### src/rtl/multicycle_main_fsm.sv
// Main control FSM for the multicycle ARM core. It steps the shared memory/ALU
// datapath through fetch/decode/execute/writeback. Optional wait-state support is enabled by MULTICYCLE_MEM_WAIT_EN.
module multicycle_main_fsm (
    input  logic       clk,
    input  logic       rst_n,
    input  logic [1:0] Op,
    input  logic [5:0] Funct,
    input  logic       mem_ready,
    output logic       IRWrite,
    output logic       NextPC,
    output logic       AdrSrc,
    output logic [1:0] ALUSrcA,
    output logic [1:0] ALUSrcB,
    output logic [1:0] ResultSrc,
    output logic       ALUOp,
    output logic       RegW,
    output logic       MemW,
    output logic       Branch,
    output logic       instr_done,
    output logic       illegal_op,
    output logic [3:0] state_o
);

    typedef enum logic [3:0] {
        FETCH  = 4'd0,
        DECODE = 4'd1,
        MEMADR = 4'd2,
        MEMRD  = 4'd3,
        MEMWB  = 4'd4,
        MEMWR  = 4'd5,
        EXECR  = 4'd6,
        EXECI  = 4'd7,
        ALUWB  = 4'd8,
        BRANCH = 4'd9
    } state_t;

    localparam logic [1:0] SRCA_RD1  = 2'b00;
    localparam logic [1:0] SRCA_PC   = 2'b01;
    localparam logic [1:0] SRCB_RD2  = 2'b00;
    localparam logic [1:0] SRCB_IMM  = 2'b01;
    localparam logic [1:0] SRCB_FOUR = 2'b10;
    localparam logic [1:0] RES_OUT   = 2'b00;
    localparam logic [1:0] RES_DATA  = 2'b01;
    localparam logic [1:0] RES_ALU   = 2'b10;

    typedef struct packed {
        logic       ir_write;
        logic       next_pc;
        logic       adr_src;
        logic [1:0] alu_src_a;
        logic [1:0] alu_src_b;
        logic [1:0] result_src;
        logic       alu_op;
        logic       reg_w;
        logic       mem_w;
        logic       branch;
        logic       instr_done;
        logic       illegal_op;
    } ctrl_t;

    state_t state;
    state_t state_next;
    ctrl_t  ctrl;
    logic   mem_ok;
    logic   unused_inputs;

`ifdef MULTICYCLE_MEM_WAIT_EN
    assign mem_ok        = mem_ready;
    assign unused_inputs = ^Funct[4:1];
`else
    // The wait input stays on the port list, so the interface does not change with the build.
    assign mem_ok        = 1'b1;
    assign unused_inputs = ^{Funct[4:1], mem_ready};
`endif

    // NOTE: sequential state uses non-blocking assignments. All flops then update
    // together on the edge, and the order of evaluation does not matter.
    always_ff @(posedge clk or negedge rst_n) begin
        if (!rst_n) begin
            state <= FETCH;
        end else begin
            state <= state_next;
        end
    end

    // NOTE: every always_comb output gets a default before the case. A path that
    // does not assign it then cannot infer a latch.
    always_comb begin
        state_next = FETCH;
        case (state)
            FETCH:  state_next = mem_ok ? DECODE : FETCH;
            DECODE: begin
                case (Op)
                    2'b00:   state_next = Funct[5] ? EXECI : EXECR;
                    2'b01:   state_next = MEMADR;
                    2'b10:   state_next = BRANCH;
                    default: state_next = FETCH;
                endcase
            end
            MEMADR: state_next = Funct[0] ? MEMRD : MEMWR;
            MEMRD:  state_next = mem_ok ? MEMWB : MEMRD;
            MEMWR:  state_next = mem_ok ? FETCH : MEMWR;
            EXECR:  state_next = ALUWB;
            EXECI:  state_next = ALUWB;
            MEMWB:  state_next = FETCH;
            ALUWB:  state_next = FETCH;
            BRANCH: state_next = FETCH;
            default: state_next = FETCH;
        endcase
    end

    always_comb begin
        ctrl = '0;
        case (state)
            FETCH: begin
                ctrl.adr_src    = 1'b0;
                ctrl.alu_src_a  = SRCA_PC;
                ctrl.alu_src_b  = SRCB_FOUR;
                ctrl.result_src = RES_ALU;
                ctrl.ir_write   = mem_ok;
                ctrl.next_pc    = mem_ok;
            end
            DECODE: begin
                // PC+4 is computed again here, so R15 reads as PC+8.
                ctrl.alu_src_a  = SRCA_PC;
                ctrl.alu_src_b  = SRCB_FOUR;
                ctrl.result_src = RES_ALU;
                ctrl.illegal_op = (Op == 2'b11);
            end
            MEMADR: begin
                ctrl.alu_src_a = SRCA_RD1;
                ctrl.alu_src_b = SRCB_IMM;
            end
            MEMRD: begin
                ctrl.adr_src = 1'b1;
            end
            MEMWB: begin
                ctrl.result_src = RES_DATA;
                ctrl.reg_w      = 1'b1;
                ctrl.instr_done = 1'b1;
            end
            MEMWR: begin
                // The strobe is held for the whole wait. Completion is flagged only on the ready cycle.
                ctrl.adr_src    = 1'b1;
                ctrl.mem_w      = 1'b1;
                ctrl.instr_done = mem_ok;
            end
            EXECR: begin
                ctrl.alu_src_a = SRCA_RD1;
                ctrl.alu_src_b = SRCB_RD2;
                ctrl.alu_op    = 1'b1;
            end
            EXECI: begin
                ctrl.alu_src_a = SRCA_RD1;
                ctrl.alu_src_b = SRCB_IMM;
                ctrl.alu_op    = 1'b1;
            end
            ALUWB: begin
                ctrl.result_src = RES_OUT;
                ctrl.reg_w      = 1'b1;
                ctrl.instr_done = 1'b1;
            end
            BRANCH: begin
                ctrl.alu_src_a  = SRCA_RD1;
                ctrl.alu_src_b  = SRCB_IMM;
                ctrl.result_src = RES_ALU;
                ctrl.branch     = 1'b1;
                ctrl.instr_done = 1'b1;
            end
            default: ctrl = '0;
        endcase
    end

    // Strobes are cut at once by reset. A write in flight never leaks a partial pulse.
    always_comb begin
        IRWrite    = ctrl.ir_write   & rst_n;
        NextPC     = ctrl.next_pc    & rst_n;
        RegW       = ctrl.reg_w      & rst_n;
        MemW       = ctrl.mem_w      & rst_n;
        Branch     = ctrl.branch     & rst_n;
        instr_done = ctrl.instr_done & rst_n;
        illegal_op = ctrl.illegal_op & rst_n;
    end

    assign AdrSrc    = ctrl.adr_src;
    assign ALUSrcA   = ctrl.alu_src_a;
    assign ALUSrcB   = ctrl.alu_src_b;
    assign ResultSrc = ctrl.result_src;
    assign ALUOp     = ctrl.alu_op;
    assign state_o   = state;

endmodule

### config.mk
export PLATFORM = sky130hd
export DESIGN_NAME = multicycle_main_fsm
export DESIGN_NICKNAME = d
export VERILOG_FILES = /design/src/rtl/multicycle_main_fsm.sv
export SDC_FILE = /design/constraint.sdc
export NUM_CORES = 1
export LEC_CHECK = 0
export BUFFER_PORTS_ARGS = -buffer_cell sky130_fd_sc_hd__buf_2
export CORE_AREA = 2 2 39 41
export CTS_BUF_LIST = sky130_fd_sc_hd__clkbuf_8
export CTS_CLUSTER_DIAMETER = 200
export CTS_CLUSTER_SIZE = 40
export DETAILED_ROUTE_END_ITERATION = 7
export DIE_AREA = 0 0 41 43
export GPL_TIMING_DRIVEN = 0
export MAX_ROUTING_LAYER = met4
export PLACE_DENSITY_LB_ADDON = 0.2
export SLEW_MARGIN = 25
export SYNTH_ARGS = -nofsm -noshare
export SYNTH_HDL_FRONTEND = slang
export SYNTH_SLANG_ARGS = --single-unit
### constraint.sdc
create_clock -name clk -period 1.93 [get_ports clk]
set_clock_uncertainty 0.1 [all_clocks]
set_input_delay 0.193 -clock clk [delete_from_list [all_inputs] [get_ports clk]]
set_output_delay 0.193 -clock clk [all_outputs]
set_load 0.02 [all_outputs]
Word-level counts from Yosys, hierarchy flattened
Cells that the tools add are included.

cells by class
  $add $sub $neg = 0
  multipliers = 0
  div/mod/pow operators = 0
  order comparisons = 0
  eq/ne operators = 12
  shift-type cells = 0
  mux-type cells = 14
  bitwise gates (word level) = 7
  reduce and logical (&&, ||, !) cells = 9

operators with widths
  cell                  number
  $pmux W4 S5           1
  $eq A4 B3 Y1 const B  4
  $pmux W4 S3           1
  $eq A4 B2 Y1 const B  2
  $eq A4 B4 Y1 const B  2
  $mux W1               8
  $reduce_or A2 Y1      4
  $and A1 B1 Y1         7
  $pmux W3 S2           1
  $reduce_or A3 Y1      2
  $eq A2 B2 Y1 const B  2
  $eq A4 B1 Y1 const B  1
  $logic_not A4 Y1      1
  $pmux W2 S2           1
  $reduce_or A4 Y1      1
  $mux W3               1
  $eq A2 B1 Y1 const B  1
  $logic_not A2 Y1      1
  $mux W2               1

storage, ports and cells
  register bits after elaboration = 4
  latch bits = 0
  memory bits (writable) = 0
  ROM bits = 0
  bits of input ports = 11
  output and inout bits = 19
  word-level logic and storage cells = 43
  memories = 0

Depth between registers and ports, before layout
Gate-level depths: netlist of the first run.

  word-level depth = 4
  gate-level depth with buffers = 5
  mapped depth without buffers = 3

Least setup slack after synthesis of the first run
Ideal clock, no wire load.

  kind = register to output
  start point = reg state[2] (netlist: state_o[2])
  end point = out NextPC
  arrival = 1565 ps
  slack = 72 ps
  stages on the path, launching flop included = 6
  buffers on the path = 3
  path through = dfrtp_1 -> buf_6 -> or2_1 -> buf_6 -> nor4b_4 -> buf_4

between the ends
  cells in the longest elaborated chain, start to end = 3

RTL lines
  item                    line  RTL
  start, declared         61    state_t state;
  start signal, assigned  82    state <= state_next;
  $logic_not A4 Y1        114   case (state)
  $mux W2                 114
  $and A1 B1 Y1           177   NextPC = ctrl.next_pc & rst_n;
  end, declared           10    output logic NextPC,

Every way passes these cells.

Worst setup path after layout of the first run
Same ends and word-level chain as after synthesis.

==> PnR_summary.wiki, run 1 <==
{| class="wikitable"
! Metric !! Value
|-
| 1st-iter DRT viols || 3
|-
| Number of buffers created by CTS || 3
|-
| Drt total wl || about 920 um
|-
| Top fanout value on the critical path || 8
|-
| Fill cell count || 160
|-
| Min Clock Period, post-route || about 1.8 ns
|-
| Critical path origin || state_o[2]
|-
| Area added between synthesis and finish || 51.0%
|-
| Setup-violating endpoint count in the final report || 0
|-
| Mapped Avg Cell Area || ~8 um2
|-
| Detailed placement HPWL || slightly below 700 um
|-
| Maximum resistive drop on vdd || roughly 0.99 mV
|-
| Remaining DRCs || 0
|-
| Total leakage power || 0.298 nW
|-
| Run status || finished, final reports clean
|-
| Clk buf depth || 2
|-
| Total power || around 1.2 mW
|-
| Total vias in the final route || ~420
|-
| RSZ-0062 raised after global routing || no
|-
| Source-to-sink clock delay at the later pin of the worst-skew pair || about 0.22 ns
|-
| Largest register FFs || 4
|-
| Cells on worst reg2reg path || 4
|-
| Kind of path behind the tightest hold check || input port to flop
|-
| Summed negative setup slack over all endpoints || 0 ns
|-
| Worst-case register-to-register setup slack || approximately 0.75 ns
|-
| Library cell occupying the most area in the post-synthesis netlist || sky130_fd_sc_hd__dfrtp_1
|-
| First-pass GRT wire length || 1.41 mm
|-
| Maxcap violations || 0
|-
| Final hold viol count || 0
|-
| Number of standard-cell rows in the floorplan || 14
|-
| Via count normalized by instance count || between 4 and 5
|-
| Smallest hold slack || 0.197 ns
|-
| Maximum clock frequency || 541 MHz
|-
| CP endpoint kind || output port
|-
| Sequential-to-total area share from yosys stat || between 20 and 30%
|-
| Data arrival time of the critical path || 1.56 ns
|-
| Final clock period utilization by the worst path || 95.8%
|-
| Reg2Reg Capture Point || state_o[2]
|-
| Wirelength per Cell || just over 10 um
|-
| Ys Warns || 0
|-
| Final cell count without fillers || 90
|-
| Crit path setup slack, layout || approximately 0.080 ns
|-
| Routability congestion estimate || ~0.76
|-
| Via count of the first global-routing pass || about 330
|-
| Finished layout cell area || roughly 560 um2
|-
| Pin count of the biggest net entering global routing || 11
|-
| Area share of the largest cell type after synthesis || a little over a quarter
|-
| Reg-to-reg critical path startpoint || state_o[0]
|-
| Overflow left after global routing || 0
|-
| Standard cell core area || between 0.001 and 0.0015 mm2
|-
| Post-CTS Setup Bufs || 0
|-
| Syn Inst Count || 47
|-
| Critical setup path kind || flop to output port
|-
| Antenna Nets Post-Route || 0
|-
| Combined area of all synthesized cells || ~370 um2
|-
| First-pass iteration count of the detailed router || 4
|-
| Number of distinct library cells after synthesis || 23
|-
| Final Core Density || between 40% and 50%
|-
| Endpoint of the worst setup timing path || NextPC
|-
| Area after detailed placement || between 500 and 600 um2
|-
| CTS H-Tree Depth || 1
|-
| Register bit total from synthesis || 4
|-
| Clock transition at path regs || 0.03 ns
|-
| Clock root buffer || sky130_fd_sc_hd__clkbuf_8
|-
| Global router's overall resource usage || ~13%
|-
| Cell types with the largest area share after synthesis || sky130_fd_sc_hd__dfrtp_1 (27%), sky130_fd_sc_hd__nor2_1 (8.1%), sky130_fd_sc_hd__nand2b_1 (6.7%), sky130_fd_sc_hd__nor4b_4 (6.4%), sky130_fd_sc_hd__buf_4 (6.0%)
|-
| Initial antenna violation count || 0
|-
| Clock sink total || 4
|-
| Share of final-layout standard cells stronger than drive strength 1 || between 40% and 50%
|-
| Power per Cell Area || roughly 2200 mW/mm2
|-
| Die Y || roughly 43 um
|-
| Effective utilization at floorplan || a little over a quarter
|-
| Final slew viol count || 0
|-
| Placed Cells || 86
|-
| DIE AREA || approximately 0.0018 mm2
|-
| Count of boundary I/O pins || 30
|-
| Launching element type of the critical path || flop
|-
| Number of diodes || 0
|-
| TritonCTS clock tree || done
|-
| Post-synth net total || 58
|-
| Input/output buffers || 23
|-
| Required time of the worst setup path || approximately 1.6 ns
|-
| Worst slack after detailed placement || between 0.2 and 0.25 ns
|-
| Nets || a little under 90
|-
| Die X || approximately 40 um
|}
critical path, cell delays in order, from the launching register on:
cell,delay [ns]
sky130_fd_sc_hd__dfrtp_1,0.37
sky130_fd_sc_hd__buf_6,0.14
sky130_fd_sc_hd__or2_1,0.21
sky130_fd_sc_hd__buf_6,0.14
sky130_fd_sc_hd__nor4b_4,0.22
sky130_fd_sc_hd__buf_4,0.14
sky130_fd_sc_hd__buf_4,0.12
how the worst min path moves through the flow:
stage | start | to | slack, ns | cells after the start
2_1_floorplan | rst_n | state_o[0] | -0.20 | 0
5_1_grt | Op[1] | state_o[3] | 0.21 | 3
3_3_place_gp | rst_n | state_o[2] | -0.08 | 1
6_report | Op[1] | state_o[3] | 0.20 | 3
4_1_cts | Op[1] | state_o[3] | 0.19 | 3
3_5_place_dp | rst_n | state_o[2] | -0.08 | 1
cell families (layout without fill, tap and decap cells):
| logic type | Yosys count | in the layout | synth area share [%] |
|---|---|---|---|
| xor+xnor | 2 | 2 | 4.70 |
| buf+inv | 9 | 36 | 16.8 |
| simple gates | 23 | 23 | 35.9 |
| flops | 4 | 4 | 26.8 |
| compound gates | 8 | 8 | 14.8 |
| other cells | 1 | 1 | 1.01 |
placed cells by master (no fill, tap or decap), types with 2 or more instances in the layout:
master	synthesis	routed
sky130_fd_sc_hd__buf_6	2	2
sky130_fd_sc_hd__clkbuf_8	0	3
sky130_fd_sc_hd__a21oi_1	3	3
sky130_fd_sc_hd__nand2_1	2	2
sky130_fd_sc_hd__inv_1	2	2
sky130_fd_sc_hd__nand2b_1	4	4
sky130_fd_sc_hd__buf_2	2	24
sky130_fd_sc_hd__buf_4	3	4
sky130_fd_sc_hd__nor2_1	8	8
sky130_fd_sc_hd__nor3_1	4	4
sky130_fd_sc_hd__dfrtp_1	4	3
layer usage:
metal	vias to the layer above	share of wire, %	GRT usage (%)
met5	-	0	-
met4	0	2.1	12.0
met3	2	7.5	3.14
met2	21	44	16.6
met1	187	46	15.7
li1	208	-	-
power by group:
group	leakage, nW	internal [mW]	switching, mW
Clock	0.0216	0.133	0.0429
Sequential	0.0502	0.125	0.0335
Combinational	0.227	0.356	0.540
layout make-up:
cell class / count / area (um2) / share of cell area (%)
Multi-Input combinational cell: 34 / 210 / 37.3
Timing Repair Buffer: 24 / 128 / 22.7
Sequential cell: 4 / 101 / 18.0
Buffer: 7 / 55.1 / 9.78
Clock buffer: 3 / 41.3 / 7.33
Tap cell: 16 / 20.0 / 3.56
Inverter: 2 / 7.51 / 1.33
what timing repair did:
item,CTS,global route
resized for setup,1,1
endpoints found under the setup margin,1,1
pin swaps,0,1
endpoints found under the hold margin,4,0
hold buffers,1,0
synth_stat cells, drive strengths merged:
cell and instances:
or2 1, nand2 2, o22a 1, nor4b 1, nand4b 1, xor2 1, a21oi 3, dfrtp 4
buf 7, o21ai 1, nor3 4, nor3b 1, inv 2, nand2b 4, a211oi 1, nand3 1
conb 1, xnor2 1, o32ai 1, a21bo 1, nor2 8
(Power assumes the default switching activity.)
==> run 2: changes to the inputs <==
--- a/config.mk
+++ b/config.mk
@@ -7,7 +7,7 @@
 export LEC_CHECK = 0
 export BUFFER_PORTS_ARGS = -buffer_cell sky130_fd_sc_hd__buf_2
 export CORE_AREA = 2 2 39 41
-export CTS_BUF_LIST = sky130_fd_sc_hd__clkbuf_8
+export CTS_BUF_LIST = sky130_fd_sc_hd__clkbuf_4 sky130_fd_sc_hd__clkbuf_8
 export CTS_CLUSTER_DIAMETER = 200
 export CTS_CLUSTER_SIZE = 40
 export DETAILED_ROUTE_END_ITERATION = 7
==> constraint.sdc (replaced) <==
create_clock -name clk -period 1.93 [get_ports clk]
set_clock_uncertainty 0.1 [all_clocks]
set_input_delay 0.193 -clock clk [delete_from_list [all_inputs] [get_ports clk]]
set_output_delay 0.193 -clock clk [all_outputs]
set_load 0.01 [all_outputs]
==> run 2 against run 1 <==
Critical path depth shrank 1. Clock power shrank 40%. Hold slack lost 0.026 ns. Core utilization shrank 2.1 points. Via count grew 0.24%. Flip-flop and latch count is the same. Cell count shrank 1.1%. Sequential power is essentially flat. Wire length shrank 2.9%. Design area shrank 5.1%.
==> PnR_summary.wiki, run 2 (synthesis results as in run 1) <==
{| class="wikitable"
! Metric !! Value
|-
| Maximum resistive drop on vdd || approximately 0.7 mV
|-
| Number of buffers created by CTS || 3
|-
| Total vias in the final route || 419
|-
| Clock root buffer || sky130_fd_sc_hd__clkbuf_4
|-
| Detailed placement HPWL || about 680 um
|-
| 1st-iter DRT viols || 4
|-
| Wirelength per Cell || approximately 10 um
|-
| Top fanout value on the critical path || 8
|-
| Pin count of the biggest net entering global routing || 11
|-
| Clk buf depth || 2
|-
| Setup-violating endpoint count in the final report || 0
|-
| Cells on worst reg2reg path || 4
|-
| Share of final-layout standard cells stronger than drive strength 1 || about 47%
|-
| Reg-to-reg critical path startpoint || state_o[0]
|-
| Final Core Density || approximately two fifths
|-
| Nets || 86
|-
| Area after detailed placement || 508 um2
|-
| Largest register FFs || 4
|-
| Standard cell core area || ~0.0014 mm2
|-
| Crit path setup slack, layout || roughly 0.12 ns
|-
| Count of boundary I/O pins || 30
|-
| Reg2Reg Capture Point || state_o[1]
|-
| Antenna Nets Post-Route || 0
|-
| Overflow left after global routing || 0
|-
| Worst hold start || Op[1]
|-
| Clock sink total || 4
|-
| Commonest non-fill, non-tap cell in the layout || sky130_fd_sc_hd__buf_2
|-
| Final clock period utilization by the worst path || roughly 94%
|-
| Highest-count cells in the layout ignoring fill and taps || sky130_fd_sc_hd__buf_2 (25), sky130_fd_sc_hd__nor2_1 (8), sky130_fd_sc_hd__nand2b_1 (4), sky130_fd_sc_hd__nor3_1 (4)
|-
| Initial antenna violation count || 0
|-
| Maximum clock frequency || approximately 550 MHz
|-
| Fill cell count || between 150 and 200
|-
| DIE AREA || roughly 0.0018 mm2
|-
| Worst slack after detailed placement || 0.270 ns
|-
| Clock transition at path regs || 0.04 ns
|-
| Launching element type of the critical path || flop
|-
| Die Y || 43 um
|-
| Maxcap violations || 0
|-
| Power per Cell Area || between 1500 and 2000 mW/mm2
|-
| Final hold viol count || 0
|-
| Critical setup path kind || flop to output port
|-
| Via count normalized by instance count || ~4.7
|-
| Min Clock Period, post-route || 1.81 ns
|-
| Final cell count without fillers || 89
|-
| Input/output buffers || 23
|-
| Area of all sequential standard cells || just over 100 um2
|-
| Effective utilization at floorplan || between 20% and 30%
|-
| Final slew viol count || 0
|-
| First-pass iteration count of the detailed router || 4
|-
| Placed Cells || 86
|-
| End point of the most critical hold path || state_o[3]
|-
| First-pass GRT wire length || 1.43 mm
|-
| Required time of the worst setup path || ~1.6 ns
|-
| Summed negative setup slack over all endpoints || 0 ns
|-
| Smallest hold slack || 0.171 ns
|-
| Kind of path behind the tightest hold check || input port to flop
|-
| CP endpoint kind || output port
|-
| Remaining DRCs || 0
|-
| Finished layout cell area || roughly 530 um2
|-
| Global router's overall resource usage || 13.0%
|-
| TritonCTS clock tree || done
|-
| Number of diodes || 0
|-
| Area added between synthesis and finish || 43.3%
|-
| RSZ-0062 raised after global routing || no
|-
| Drt total wl || roughly 890 um
|-
| Total power || ~1 mW
|-
| Routability congestion estimate || around 0.76
|-
| Number of standard-cell rows in the floorplan || 14
|-
| Total leakage power || ~0.29 nW
|-
| Data arrival time of the critical path || about 1.5 ns
|-
| Via count of the first global-routing pass || between 300 and 400
|-
| CTS H-Tree Depth || 1
|-
| Source-to-sink clock delay at the later pin of the worst-skew pair || about 0.24 ns
|-
| WHS Path Cells || 3
|-
| Worst-case register-to-register setup slack || ~0.76 ns
|-
| Die X || around 41 um
|-
| Run status || finished, final reports clean
|-
| Area of combinational cells with multiple inputs || between 200 and 250 um2
|}
[run 2: changes by cell type in the layout (fill, tap and decap cells not counted), sizes merged]
cell / before / now
buf: 30 / 29
[run 2: cell type report]
type	instances	area share, %
plain buffers	6	8.90
clock buffers	3	4.22
inverters	2	1.41
multi-input cells	34	39.3
flip-flops and latches	4	19.0
well taps	16	3.75
repair buffers	24	23.4
[run 2: what timing repair did]
item | 4_1_cts | 5_1_grt
gates resized for setup | 0 | 1
endpoints found under the hold margin | 4 | 0
endpoints found under the setup margin | 0 | 1
setup buffers | 0 | 0
hold buffers | 1 | 0
[run 2: worst max path at each step]
stage / start / depth (start not counted) / slack [ns] / to
finish: state_o[2] / 5 / 0.12 / NextPC
global route: state_o[2] / 5 / 0.03 / NextPC
CTS: state_o[2] / 6 / 0.009 / NextPC
detailed placement: state_o[2] / 6 / 0.27 / NextPC
global placement: state_o[2] / 6 / 0.28 / NextPC
floorplan: state_o[2] / 5 / 0.26 / NextPC
[run 2: metal layers]
layer,wire (um),up-vias,GRT usage [%]
met5,0,-,-
met4,20,0,12.0
met3,83,2,3.14
met2,413,23,16.6
met1,372,188,16.0
li1,-,206,-
[run 2: worst max-delay path: stages (launching register included)]
cell and delay, ns:
sky130_fd_sc_hd__dfrtp_1 0.37, sky130_fd_sc_hd__buf_6 0.14, sky130_fd_sc_hd__or2_1 0.21, sky130_fd_sc_hd__buf_6 0.14
sky130_fd_sc_hd__nor4b_4 0.25, sky130_fd_sc_hd__buf_2 0.17
[run 2: power by group]
group          internal, mW  total (mW)  switching [mW]
registers             0.125       0.159          0.0333
logic                 0.340       0.740           0.400
clock network        0.0696       0.105          0.0357
